### config.mk
export PLATFORM = sky130hd
export DESIGN_NAME = enm_array
export DESIGN_NICKNAME = d
export VERILOG_FILES = /design/src/rtl/enm_array.sv
export SDC_FILE = /design/constraint.sdc
export NUM_CORES = 1
export LEC_CHECK = 0
export BUFFER_PORTS_ARGS = -buffer_cell sky130_fd_sc_hd__clkbuf_2
export CORE_MARGIN = 2
export CORE_UTILIZATION = 32
export CTS_BUF_LIST = sky130_fd_sc_hd__clkbuf_4 sky130_fd_sc_hd__clkbuf_8 sky130_fd_sc_hd__clkbuf_16
export CTS_CLUSTER_SIZE = 12
export DETAILED_ROUTE_END_ITERATION = 6
export PLACE_DENSITY = 0.5
export SYNTH_ARGS = -nofsm -noshare
export SYNTH_HDL_FRONTEND = slang
export SYNTH_SLANG_ARGS = --single-unit
### constraint.sdc
create_clock -name clk_10ms -period 3 [get_ports clk_10ms]
set_input_delay 0.45 -clock clk_10ms [delete_from_list [all_inputs] [get_ports clk_10ms]]
set_output_delay 0.45 -clock clk_10ms [all_outputs]
set_load 0.01 [all_outputs]
### src/rtl/enm_array.sv
// enm_array: parametrised enemy-formation mover with wave tracking and timed respawn
module enm_array #(
  parameter int N_ENM = 4,
  parameter int HP_W = 7,
  parameter int POS_W = 10,
  parameter int HP_HI = 80,
  parameter int HP_LO = 40,
  parameter int X_MIN = 184,
  parameter int X_MID = 344,
  parameter int X_MAX = 504,
  parameter int X_SPAWN0 = 248,
  parameter int X_STEP = 64,
  parameter int Y_START = 40,
  parameter int Y_HOLD_R = 200,
  parameter int Y_HOLD_L = 150,
  parameter int Y_ZZ = 271,
  parameter logic [N_ENM-1:0] DIR_MASK = 4'b0110,
  parameter int RESPAWN_TICKS = 100
) (
  input  logic                     clk_10ms,
  input  logic                     switch,
  input  logic [N_ENM*HP_W-1:0]    enmhp,
  output logic [N_ENM*POS_W-1:0]   enmx,
  output logic [N_ENM*POS_W-1:0]   enmy,
  output logic [N_ENM-1:0]         alive,
  output logic                     wave_clr,
  output logic                     enmrst,
  output logic [7:0]               wave_cnt
);
  localparam int CW = $clog2(RESPAWN_TICKS) + 1;
  typedef logic [POS_W-1:0] pos_t;
  typedef logic [HP_W-1:0] hp_t;
  localparam pos_t ONE = pos_t'(1);
  localparam pos_t XMIN = pos_t'(X_MIN);
  localparam pos_t XMID = pos_t'(X_MID);
  localparam pos_t XMAX = pos_t'(X_MAX);
  localparam pos_t YST = pos_t'(Y_START);
  localparam pos_t YHR = pos_t'(Y_HOLD_R);
  localparam pos_t YHL = pos_t'(Y_HOLD_L);
  localparam pos_t YZZ = pos_t'(Y_ZZ);
  localparam pos_t ZR_A = pos_t'(Y_ZZ - X_MIN);
  localparam pos_t ZR_B = pos_t'(Y_ZZ + X_MAX);
  localparam pos_t ZL_A = pos_t'(X_MAX - Y_ZZ);
  localparam pos_t ZL_B = pos_t'(Y_ZZ + X_MIN);
  localparam hp_t HI = hp_t'(HP_HI);
  localparam hp_t LO = hp_t'(HP_LO);
  localparam logic [CW-1:0] CMAX = CW'(RESPAWN_TICKS - 1);
  logic [N_ENM-1:0][HP_W-1:0] hp;
  logic [N_ENM-1:0][POS_W-1:0] x_q, y_q, x_d, y_d, x_sp;
  logic [N_ENM-1:0] live;
  logic all_dead, all_dead_d, respawn;
  logic [CW-1:0] cnt;
  assign hp = enmhp;
  assign enmx = x_q;
  assign enmy = y_q;
  // per-enemy next position from the current hp-selected mode; zigzag y uses the pre-update x
  always_comb begin
    x_d = x_q;
    y_d = y_q;
    x_sp = '0;
    live = '0;
    for (int i = 0; i < N_ENM; i++) begin
      x_sp[i] = pos_t'(X_SPAWN0 + i * X_STEP);
      live[i] = hp[i] != '0;
      if (hp[i] > HI)
        y_d[i] = (y_q[i] < (DIR_MASK[i] ? YHL : YHR)) ? y_q[i] + ONE : (DIR_MASK[i] ? YHL : YHR);
      else if (hp[i] > LO)
        x_d[i] = (x_q[i] < XMAX) ? x_q[i] + ONE : XMIN;
      else if (hp[i] == '0)
        x_d[i] = '0;
      else if (!DIR_MASK[i]) begin
        x_d[i] = (x_q[i] < XMAX) ? x_q[i] + ONE : XMIN;
        y_d[i] = (x_q[i] < XMID) ? x_q[i] + ZR_A : (x_q[i] < XMAX) ? ZR_B - x_q[i] : YZZ;
      end else begin
        x_d[i] = (x_q[i] > XMIN) ? x_q[i] - ONE : XMAX;
        y_d[i] = (x_q[i] > XMID) ? x_q[i] - ZL_A : (x_q[i] > XMIN) ? ZL_B - x_q[i] : YZZ;
      end
    end
    all_dead = ~|live;
    respawn = all_dead && (cnt == CMAX);
  end
  // state update: switch reset beats respawn reload, which beats the mode update
  always_ff @(posedge clk_10ms) begin
    if (switch) begin
      x_q <= x_sp;
      y_q <= {N_ENM{YST}};
      alive <= '0;
      wave_clr <= 1'b0;
      enmrst <= 1'b0;
      wave_cnt <= '0;
      cnt <= '0;
      all_dead_d <= 1'b0;
    end else begin
      alive <= live;
      wave_clr <= all_dead & ~all_dead_d;
      all_dead_d <= all_dead;
      enmrst <= respawn;
      if (respawn) begin
        x_q <= x_sp;
        y_q <= {N_ENM{YST}};
        cnt <= '0;
        wave_cnt <= wave_cnt + 8'd1;
      end else begin
        x_q <= x_d;
        y_q <= y_d;
        cnt <= all_dead ? cnt + CW'(1) : '0;
      end
    end
  end
endmodule

## Word level (Yosys, flattened, before mapping)

Cells that the tools add are included.

- Bits in registers: 103
- Input port bits: 30
- Word-level logic and storage cells: 122

- Order comparisons: 22
- Bitwise logic cells: 2
- Mux-type cells: 38
- Eq/ne operators: 9
- Reductions and logical operators: 17
- Add/subtract/negate cells: 20

Operators with widths:

| cell | number |
|---|---|
| 2-to-1 mux 10 bit | 38 |
| adder 10 x 1 -> 10 bit (second input constant) | 8 |
| < comparator 10 x 9 -> 1 bit (second input constant) | 6 |
| < comparator 10 x 8 -> 1 bit (second input constant) | 4 |
| > comparator 7 x 6 -> 1 bit (second input constant) | 4 |
| > comparator 7 bit (second input constant) | 4 |
| logical NOT 7 bit | 4 |
| nonzero test 7 bit | 4 |
| adder 10 x 7 -> 10 bit (second input constant) | 2 |
| > comparator 10 x 8 -> 1 bit (second input constant) | 2 |
| > comparator 10 x 9 -> 1 bit (second input constant) | 2 |
| subtractor 10 x 1 -> 10 bit (second input constant) | 2 |
| subtractor 10 bit (first input constant) | 2 |
| subtractor 10 x 8 -> 10 bit (second input constant) | 2 |
| subtractor 9 x 10 -> 10 bit (first input constant) | 2 |
| adder 8 x 1 -> 8 bit (second input constant) | 2 |
| != test 2 bit (second input constant) | 8 |
| == test 8 x 7 -> 1 bit (second input constant) | 1 |
| AND reduction 2 bit | 4 |
| OR reduction 6 bit | 1 |
| OR reduction 4 bit | 1 |
| OR reduction 2 bit | 1 |
| AND 1 bit | 1 |
| logical AND 1 bit | 1 |
| other kinds (2) | 2 |

## Longest topological paths before layout

Gate-level depths: netlist of the first run.

- Depth in word-level cells: 6
- Mapped depth: 9

## Worst setup path after synthesis of the first run

OpenSTA, ideal clock, no wires.

- Kind: input -> register
- From: input port enmhp[8]
- To: register x_q (netlist bit enmx[16])
- Stages on the path: 7
- Required time: 2.881 ns
- Library setup time: 0.119 ns
- Arrival time: 2.206 ns
- Buffers on the path: 1
- Setup slack: 0.676 ns
- Cells stage by stage: or4_4 > or3_4 > and2_1 > buf_2 > a221o_1 > a221oi_2 > nor2_1

- Cells in the longest elaborated chain, start to end: 5
- Elaborated cells on any way between the ends: 10

Ends and longest elaborated chain:

| item | RTL line | RTL |
|---|---|---|
| start: declaration | 22 | `input logic [N_ENM*HP_W-1:0] enmhp,` |
| parallel branches: the longest is 5 deep, another holds > comparator 7 x 6 -> 1 bit | n/a |  |
| end signal: assignment | 85 | `x_q <= x_sp;` |
| end signal: assignment | 99 | `x_q <= x_sp;` |
| end: declaration | 49 | `logic [N_ENM-1:0][POS_W-1:0] x_q, y_q, x_d, y_d, x_sp;` |

Parallel ways; which one is timed is not known.
A chain may end at the register's enable or synchronous reset.

## Final worst setup path of the first run

- From: register cnt[0]
- To: register wave_cnt[7]

- Cells in the longest elaborated chain, start to end: 2

Ends and longest elaborated chain:

| item | RTL line | RTL |
|---|---|---|
| start: declaration | 52 | `logic [CW-1:0] cnt;` |
| start signal: assignment | 106 | `cnt <= all_dead ? cnt + CW'(1) : '0;` |
| == test 8 x 7 -> 1 bit | 80 | `respawn = all_dead && (cnt == CMAX);` |
| logical AND 1 bit | 80 |  |
| end signal: assignment | 102 | `wave_cnt <= wave_cnt + 8'd1;` |
| end: declaration | 28 | `output logic [7:0] wave_cnt` |

Every way passes these cells.

==> results.json, run 1 <==
{
  "status": "completed",
  "cp-end-kind": "flop",
  "cp_slowest_cell": "or4_4",
  "cp.arrival_ns": 2.85,
  "synthFlopType": "dfxtp_1",
  "port_buffers": 123,
  "wire_per_inst_um": 17.5,
  "multi_input_area_um2": 4750,
  "ys_types": 84,
  "min_period_ns": 2.56,
  "critical_path_depth": 8,
  "htreeDepth": 3,
  "vdd_ir_drop_max_mv": 0.235,
  "n_antenna_cell": 0,
  "ios": 124,
  "yosysTopAreaCell": "dfxtp_1",
  "drt_iter0_drc": 504,
  "grt_start_max_net_pins": 34,
  "critPathLaunchType": "flop",
  "worst_ep_required_time_ns": 3.29,
  "drive_above_1_share_pct": 19.6,
  "fmaxAchievable_mhz": 391,
  "reg2reg_setup_slack_ns": 0.44,
  "hold_viol_final": 0,
  "cp_top_family": "simple AND/OR/NAND/NOR gates",
  "worst_pin_slew_ns": 0.978,
  "syn_nets": 1005,
  "report.final.slew_viol_count": 0,
  "grt_pass1_vias": 7041,
  "fin_nets": 1118,
  "netlist_instances": 949,
  "drtPass1Iterations": 5,
  "avgSynthCellArea_um2": 7.58,
  "critPathKind": "flop to flop",
  "ff2ff_path_depth": 8,
  "place_congestion": 0.816,
  "crit_start": "cnt[0]",
  "antenna_found_initial": 0,
  "synth_edf_count": 0,
  "hold_buffers": 0,
  "crit_chain": "ha_1 > or3b_1 > or4_4 > and4b_1 > buf_4 > nand4_2 > or3_1 > a21oi_1",
  "ys_warn_count": 0,
  "rr_startpoint": "cnt[0]",
  "core_area_um2": 22000,
  "vias": 7583,
  "area_growth_pct": 17.8,
  "slowest_delay_ns": 0.44,
  "clock_latency_ns": 0.36,
  "rsz0062_at_grt": "no",
  "utilization_pct": 38.6,
  "skew_ns": 0.00825,
  "fillers": 2332,
  "cts_setup_buffers": 0,
  "clk_pin_slew_ns": 0.07,
  "synth.area.top_cells": "dfxtp_1 (29%), a21oi_1 (5.9%), o21ai_0 (5.1%)",
  "post-route-period-util_pct": 85.2,
  "seq_area_frac_synth_pct": 28.7,
  "cts_sinks": 103,
  "netlist.area_leader.share_pct": 28.7,
  "grt_overflow": 0,
  "die-area_um2": 23700,
  "dpl.hpwl_um": 17200,
  "slew_headroom_pct": 34.3,
  "drc_errors": 0,
  "numCtsBuffers": 9,
  "via_per_inst": 5.63,
  "rows": 54,
  "tns_ns": 0,
  "hold_path.class": "flop to flop",
  "post_cts_resized": 0,
  "critPathBufInv": 1,
  "finalSetupViolations": 0,
  "drv_cap": 0,
  "dieWidth_um": 154,
  "r2r_end": "wave_cnt[7]",
  "root_buffer": "clkbuf_16",
  "grt_first_pass_wirelength_um": 38100,
  "track_usage_pct": 19.6,
  "synthArstFlopShare_pct": 0,
  "postRouteAntennaNets": 0,
  "regArea_um2": 2060,
  "p_leak_uw": 0.00342,
  "die_h_um": 154,
  "routed_wl_um": 23600,
  "cp_max_fo": 8,
  "cts_tree": "done",
  "ys_seq_elements": 103,
  "endpoint": "wave_cnt[7]",
  "power_density_nw_per_um2": 441,
  "clock_path_buffers": 2,
  "synth_area_um2": 7190,
  "initial_core_util_pct": 32.8
}
metrics by stage:
stage / cell area (um^2) / instances / total power, uW / worst slack, ns / hold slack (ns)
after floorplan: 7190 / 949 / 2230 / 0.676 / 0.376
after global placement: 8200 / 1331 / 2610 / 0.344 / 0.388
after detailed placement: 8200 / 1331 / 2600 / 0.277 / 0.391
after CTS: 8470 / 1347 / 3770 / 0.420 / 0.401
after global routing: 8470 / 1347 / 3930 / 0.271 / 0.423
final: 8470 / 1347 / 3730 / 0.443 / 0.394
state kept, by name (all words and copies together) (netlist names):
| signal | count |
|---|---|
| wave_clr | 1 |
| wave_cnt | 8 |
| enmy | 40 |
| alive | 4 |
| cnt | 8 |
| all_dead_d | 1 |
| enmx | 40 |
| enmrst | 1 |
cell families (layout without fill, tap and decap cells):
logic type	Yosys count	count (layout)	synth area share (%)
adders and majority gates	27	27	4.66
and+or+nand+nor	363	363	27.0
AOI/OAI and AO/OA	324	324	29.2
xor gates and xnor gates	34	34	4.14
buffers and inverters	91	209	5.32
DFF	103	103	28.7
muxes	7	7	0.992
cells in the final DEF, fill, tap and decap left out, types with 6 or more instances in the layout:
cell and count:
clkbuf_2 123, dfxtp_1 103, nor2_1 92, a21oi_1 85
o21ai_0 74, nand2_1 61, nand3_1 42, buf_4 41
and3_1 36, inv_1 29, ha_1 26, xnor2_1 23
nor3_1 18, a31oi_1 18, o22ai_1 17, o31ai_1 15
o21a_1 15, nand2b_1 14, nand4_1 14, xor2_1 11
a21o_1 11, nor4_1 10, nand3b_1 10, or3_1 9
o211ai_1 9, clkbuf_16 9, a211oi_1 8, nor2b_1 7
o31a_1 7, o311ai_0 6, mux2i_1 6
power by group:
group | leakage, uW | internal (uW) | switching (uW)
clock | 0.000129 | 566 | 588
sequential | 0.000845 | 1460 | 149
combinational | 0.00244 | 396 | 579
worst min-delay path by stage:
stage                           from       end  slack [ns]  cells past startpoint
after floorplan           all_dead_d  wave_clr        0.38                      1
after global placement    all_dead_d  wave_clr        0.39                      1
after detailed placement  all_dead_d  wave_clr        0.39                      1
after CTS                 all_dead_d  wave_clr        0.40                      1
after global routing      all_dead_d  wave_clr        0.42                      1
final                     all_dead_d  wave_clr        0.39                      1
metal layers:
layer / vias to the layer above / wire, um / track usage, %
li1: 3781 / - / -
met1: 3592 / 11200 / 26.8
met2: 188 / 11100 / 32.5
met5: - / 0 / 0
met4: 0 / 317 / 4.72
met3: 22 / 1010 / 3.27
worst register-to-register path, stage by stage (launching register included):
cell     delay [ns]
dfxtp_1        0.37
ha_1           0.21
or3b_1         0.35
or4_4          0.44
and4b_1        0.38
buf_4          0.20
nand4_2        0.10
or3_1          0.32
a21oi_1        0.13
cell type report:
class / count / area share [%]
multi-input cells: 755 / 56.1
flip-flops and latches: 103 / 24.3
repair buffers: 164 / 10.9
well taps: 280 / 4.13
clock buffers: 9 / 2.66
inverters: 29 / 1.28
clock inverters: 7 / 0.576
cells in the mapped netlist, types with 4 or more instances:
cell	number
a211o_1	5
a211oi_1	8
a21o_1	11
a21oi_1	85
a221o_1	4
a311oi_1	4
a31oi_1	18
a41oi_1	5
and2_1	5
and3_1	36
and4_1	4
buf_1	4
buf_2	8
clkbuf_1	46
dfxtp_1	103
ha_1	26
inv_1	29
mux2i_1	6
nand2_1	61
nand2b_1	14
nand3_1	42
nand3b_1	10
nand4_1	14
nor2_1	93
nor2b_1	7
nor3_1	18
nor3b_1	5
nor4_1	10
o2111ai_1	4
o211ai_1	9
o21a_1	15
o21ai_0	74
o22ai_1	17
o311ai_0	6
o31a_1	7
o31ai_1	15
or2_2	4
or3_1	9
or4_1	5
or4_4	4
xnor2_1	23
xor2_1	11
(Power assumes the default switching activity.)
==> inputs of run 2 (changes only) <==
MAX_ROUTING_LAYER = met4   (was not set)
PLACE_DENSITY = 0.52   (was 0.5)
clock period = 2.2 ns   (was 3 ns; I/O delays follow)
==> results.json, run 2 (same netlist as run 1, synthesis figures left out) <==
{
  "status": "complete, but fails checks",
  "violations": "setup timing",
  "cp-end-kind": "flop",
  "power_density_nw_per_um2": 567,
  "routed_wl_um": 23900,
  "fin_area_um2": 9360,
  "root_buffer": "clkbuf_16",
  "slew_headroom_pct": 55.0,
  "worst_ep_required_time_ns": 2.43,
  "grt_first_pass_wirelength_um": 39100,
  "fmaxAchievable_mhz": 447,
  "rows": 54,
  "core_area_um2": 22000,
  "numCtsBuffers": 9,
  "worst_pin_slew_ns": 0.673,
  "drive_above_1_share_pct": 27.4,
  "fillers": 2238,
  "clock_path_buffers": 2,
  "hold_buffers": 0,
  "postRouteAntennaNets": 0,
  "place_congestion": 0.866,
  "hold_path.class": "primary input to flop",
  "cp.arrival_ns": 2.47,
  "n_antenna_cell": 0,
  "report.final.slew_viol_count": 0,
  "dpl_worst_slack_ns": -0.239,
  "area_growth_pct": 30.1,
  "cts_tree": "done",
  "rsz0062_at_grt": "yes",
  "dieWidth_um": 154,
  "min_period_ns": 2.24,
  "crit_chain": "ha_4 > or3b_1 > or4_4 > and4b_2 > or2_4 > buf_12 > a31o_4 > a211oi_2",
  "cp_top_family": "simple AND/OR/NAND/NOR gates",
  "htreeDepth": 3,
  "drtPass1Iterations": 4,
  "grt_overflow": 0,
  "slowest_delay_ns": 0.42,
  "grt_start_max_net_pins": 21,
  "antenna_found_initial": 0,
  "grt_pass1_vias": 7348,
  "track_usage_pct": 20.7,
  "ios": 124,
  "cp_max_fo": 11,
  "initial_core_util_pct": 32.8,
  "vias": 7932,
  "finalWorstSetupSlack_ns": -0.0369,
  "finalSetupViolations": 6,
  "die_h_um": 154,
  "critPathKind": "flop to flop",
  "final_common_cell": "buf_4",
  "cp_slowest_cell": "or4_4",
  "skew_ns": 0.00855,
  "critPathBufInv": 1,
  "post-route-period-util_pct": 102,
  "hold_viol_final": 0,
  "vdd_ir_drop_max_mv": 0.386,
  "port_buffers": 123,
  "clk_pin_slew_ns": 0.08,
  "wire_per_inst_um": 16.5,
  "clock_latency_ns": 0.36,
  "placed_area_um2": 8970,
  "drc_errors": 0,
  "p_leak_uw": 0.00395,
  "fin_nets": 1221,
  "dpl.hpwl_um": 18000,
  "mostFrequentLayoutCells": "buf_4 (138), clkbuf_2 (123), dfxtp_1 (101), nor2_1 (92), a21oi_1 (84)",
  "cts_sinks": 103,
  "die-area_um2": 23700,
  "drt_iter0_drc": 437,
  "drv_cap": 0,
  "critPathLaunchType": "flop",
  "via_per_inst": 5.47
}
## run 2: timing repair
| item | CTS | global route |
|---|---|---|
| pin swaps | 5 | 1 |
| buffers inserted | 6 | 0 |
| setup endpoints to repair | 63 | 54 |
| gates cloned | 1 | 0 |
| resized for setup | 7 | 9 |
## run 2: layout make-up
cell class	count	area, um^2	share of cell area, %
Multi-Input combinational cell	756	4820	51.5
Sequential cell	103	2060	22.1
Timing Repair Buffer	266	1730	18.5
Tap cell	280	350	3.74
Clock buffer	10	233	2.49
Inverter	29	109	1.16
Clock inverter	6	47.5	0.508
## run 2: path summary, 6_finish.rpt
kind | start | to | slack, ns | cells after the start
hold / removal | enmhp[19] | alive[2] | 0.38 | 4
setup reg to reg | cnt[0] | enmy[14] | -0.04 | 8
hold reg to reg | all_dead_d | wave_clr | 0.39 | 1
setup / recovery | cnt[0] | enmy[14] | -0.04 | 8
## run 2: per-layer routing
metal,up-vias,GRT usage [%],wire length (um)
met5,-,-,0
met4,0,6.28,408
met3,26,2.90,975
met2,214,33.1,11200
met1,3707,27.2,11300
li1,3985,-,-
## run 2: report_power, final
| part | switching (uW) | internal (uW) | total (uW) |
|---|---|---|---|
| registers | 142 | 1980 | 2130 |
| logic | 881 | 712 | 1590 |
| clock network | 789 | 797 | 1590 |
## run 2: tightest hold or removal path: stages
cell and delay [ns]:
clkbuf_2 0.10, nor4_2 0.06, buf_4 0.13, nor2_1 0.08
## run 2: metrics by stage
stage	TNS [ns]	total power [uW]	hold slack, ns	std cells	utilization (%)
after global placement	-5.14	3730	0.383	1427	40.9
after detailed placement	-5.91	3730	0.384	1427	40.9
after CTS	-0.0941	5360	0.360	1450	42.5
final	-0.123	5310	0.376	1450	42.6
after floorplan	-0.0346	3040	0.376	949	-
after global routing	-1.92	5620	0.389	1450	42.6
==> inputs of run 3 (changes only) <==
HOLD_SLACK_MARGIN = 0.02   (was not set)
REMOVE_ABC_BUFFERS = 1   (was not set)
==> results.json, run 3 (same netlist as run 1, synthesis figures left out) <==
{
  "die-area_um2": 23700,
  "final_common_cell": "buf_4",
  "drc_errors": 0,
  "rows": 54,
  "root_buffer": "clkbuf_16",
  "fmaxAchievable_mhz": 437,
  "cp.arrival_ns": 2.56,
  "routed_wl_um": 23700,
  "vias": 7914,
  "cts_sinks": 103,
  "wire_per_inst_um": 16.2,
  "area_growth_pct": 32.6,
  "cp_max_fo": 4,
  "ff2ff_path_depth": 8,
  "grt_start_max_net_pins": 21,
  "r2r_end": "wave_cnt[7]",
  "total_power_uw": 5400,
  "ios": 124,
  "die_h_um": 154,
  "vdd_ir_drop_max_mv": 0.308,
  "dpl.cell_count": 1436,
  "crit_start": "cnt[0]",
  "mostFrequentLayoutCells": "buf_4 (142), clkbuf_2 (123), dfxtp_1 (101), nor2_1 (92), a21oi_1 (84)",
  "place_congestion": 0.880,
  "dpl_worst_slack_ns": -0.386,
  "core_area_um2": 22000,
  "cts_tree": "done",
  "drv_cap": 0,
  "skew_ns": 0.0129,
  "dpl.hpwl_um": 17200,
  "rr_startpoint": "cnt[0]",
  "endpoint": "wave_cnt[7]",
  "reg2reg_setup_slack_ns": -0.09,
  "violations": "setup timing",
  "grt_pass1_vias": 7480,
  "finalWorstSetupSlack_ns": -0.0867,
  "hold_path.class": "primary input to flop",
  "clock_latency_ns": 0.35,
  "post-route-period-util_pct": 104,
  "dieWidth_um": 154,
  "min_period_ns": 2.29,
  "met1_length_um": 11900,
  "critPathLaunchType": "flop",
  "slew_headroom_pct": 50.7,
  "track_usage_pct": 20.2,
  "report.final.slew_viol_count": 0,
  "drt_iter0_drc": 463,
  "wl_met2_um": 10700,
  "grt_first_pass_wirelength_um": 38600,
  "layoutNonFillerInstCount": 1463,
  "finalSetupViolations": 24,
  "htreeDepth": 3,
  "hold_buffers": 0,
  "fin_nets": 1233,
  "crit_chain": "ha_1 > or3b_1 > or4_4 > and4b_1 > buf_6 > nand4_2 > or3_1 > a21oi_1",
  "p_leak_uw": 0.00405,
  "hold_viol_final": 0,
  "numCtsBuffers": 9,
  "status": "complete, but fails checks",
  "antenna_found_initial": 1,
  "dr.max_layer_used": "met4",
  "cp_slowest_cell": "or4_4",
  "clock_path_buffers": 2,
  "initial_core_util_pct": 32.8,
  "clk_pin_slew_ns": 0.08,
  "drive_above_1_share_pct": 28.1,
  "wl_met3_um": 671,
  "worst_ep_required_time_ns": 2.48,
  "port_buffers": 123,
  "worst_pin_slew_ns": 0.737,
  "slowest_delay_ns": 0.42,
  "postRouteAntennaNets": 0,
  "rsz0062_at_grt": "yes",
  "grt_overflow": 0,
  "power_density_nw_per_um2": 566,
  "via_per_inst": 5.41,
  "critPathKind": "flop to flop",
  "cp-end-kind": "flop",
  "drtPass1Iterations": 5
}
## run 3: worst min-delay path by stage
| stage | startpoint | to | slack, ns | cells after the start |
|---|---|---|---|---|
| after floorplan | all_dead_d | wave_clr | 0.37 | 1 |
| after global placement | all_dead_d | wave_clr | 0.39 | 1 |
| after detailed placement | all_dead_d | wave_clr | 0.38 | 1 |
| after CTS | enmhp[11] | alive[1] | 0.29 | 3 |
| after global routing | enmhp[11] | alive[1] | 0.30 | 3 |
| final | enmhp[11] | alive[1] | 0.30 | 3 |
## run 3: per-stage QoR
step	setup TNS (ns)	cell area [um^2]	utilization, %	hold slack [ns]
2_1_floorplan	-28.82	6920	-	0.374
3_3_place_gp	-16.42	9020	41.1	0.385
3_5_place_dp	-18.26	9020	41.1	0.382
4_1_cts	-1.03	9400	42.8	0.290
5_1_grt	-5.97	9530	43.4	0.300
6_report	-1.47	9530	43.4	0.298
## run 3: area by class of cell
| class | count | area [um^2] |
|---|---|---|
| diodes | 1 | 2.50 |
| clock buffers | 11 | 240 |
| clock inverters | 5 | 58.8 |
| fillers | 2271 | 12400 |
| inverters | 29 | 109 |
| multi-input cells | 756 | 4790 |
| flip-flops and latches | 103 | 2060 |
| well taps | 280 | 350 |
| repair buffers | 278 | 1920 |
## run 3: report_power, final
| group | leakage [uW] | total, uW | switching [uW] | internal (uW) |
|---|---|---|---|---|
| logic | 0.00306 | 1610 | 878 | 729 |
| clock network | 0.000143 | 1660 | 754 | 910 |
| registers | 0.000846 | 2130 | 143 | 1990 |
| total | 0.00405 | 5400 | 1780 | 3620 |
## run 3: repair_timing
action	4_1_cts	5_1_grt
cloned	2	2
gates resized for setup	9	19
pin swaps	4	2
buffers inserted	2	4
setup endpoints to repair	48	64
## run 3: routing by layer
metal  up-vias  global-route usage [%]
li1       4011                       -
met1      3724                    27.6
met2       152                    32.2
met4         0                    5.38
met5         -                       -
met3        27                    1.94
## run 3: worst max-delay path: cells and delay by family, from the launching register on
kind | cells | cell delay, ns
buffers and inverters | 1 | 0.13
AND/OR/NAND/NOR | 5 | 1.49
flip-flops | 1 | 0.33
adder cells (fa/ha/maj) | 1 | 0.15
AO/OA/AOI/OAI | 1 | 0.13
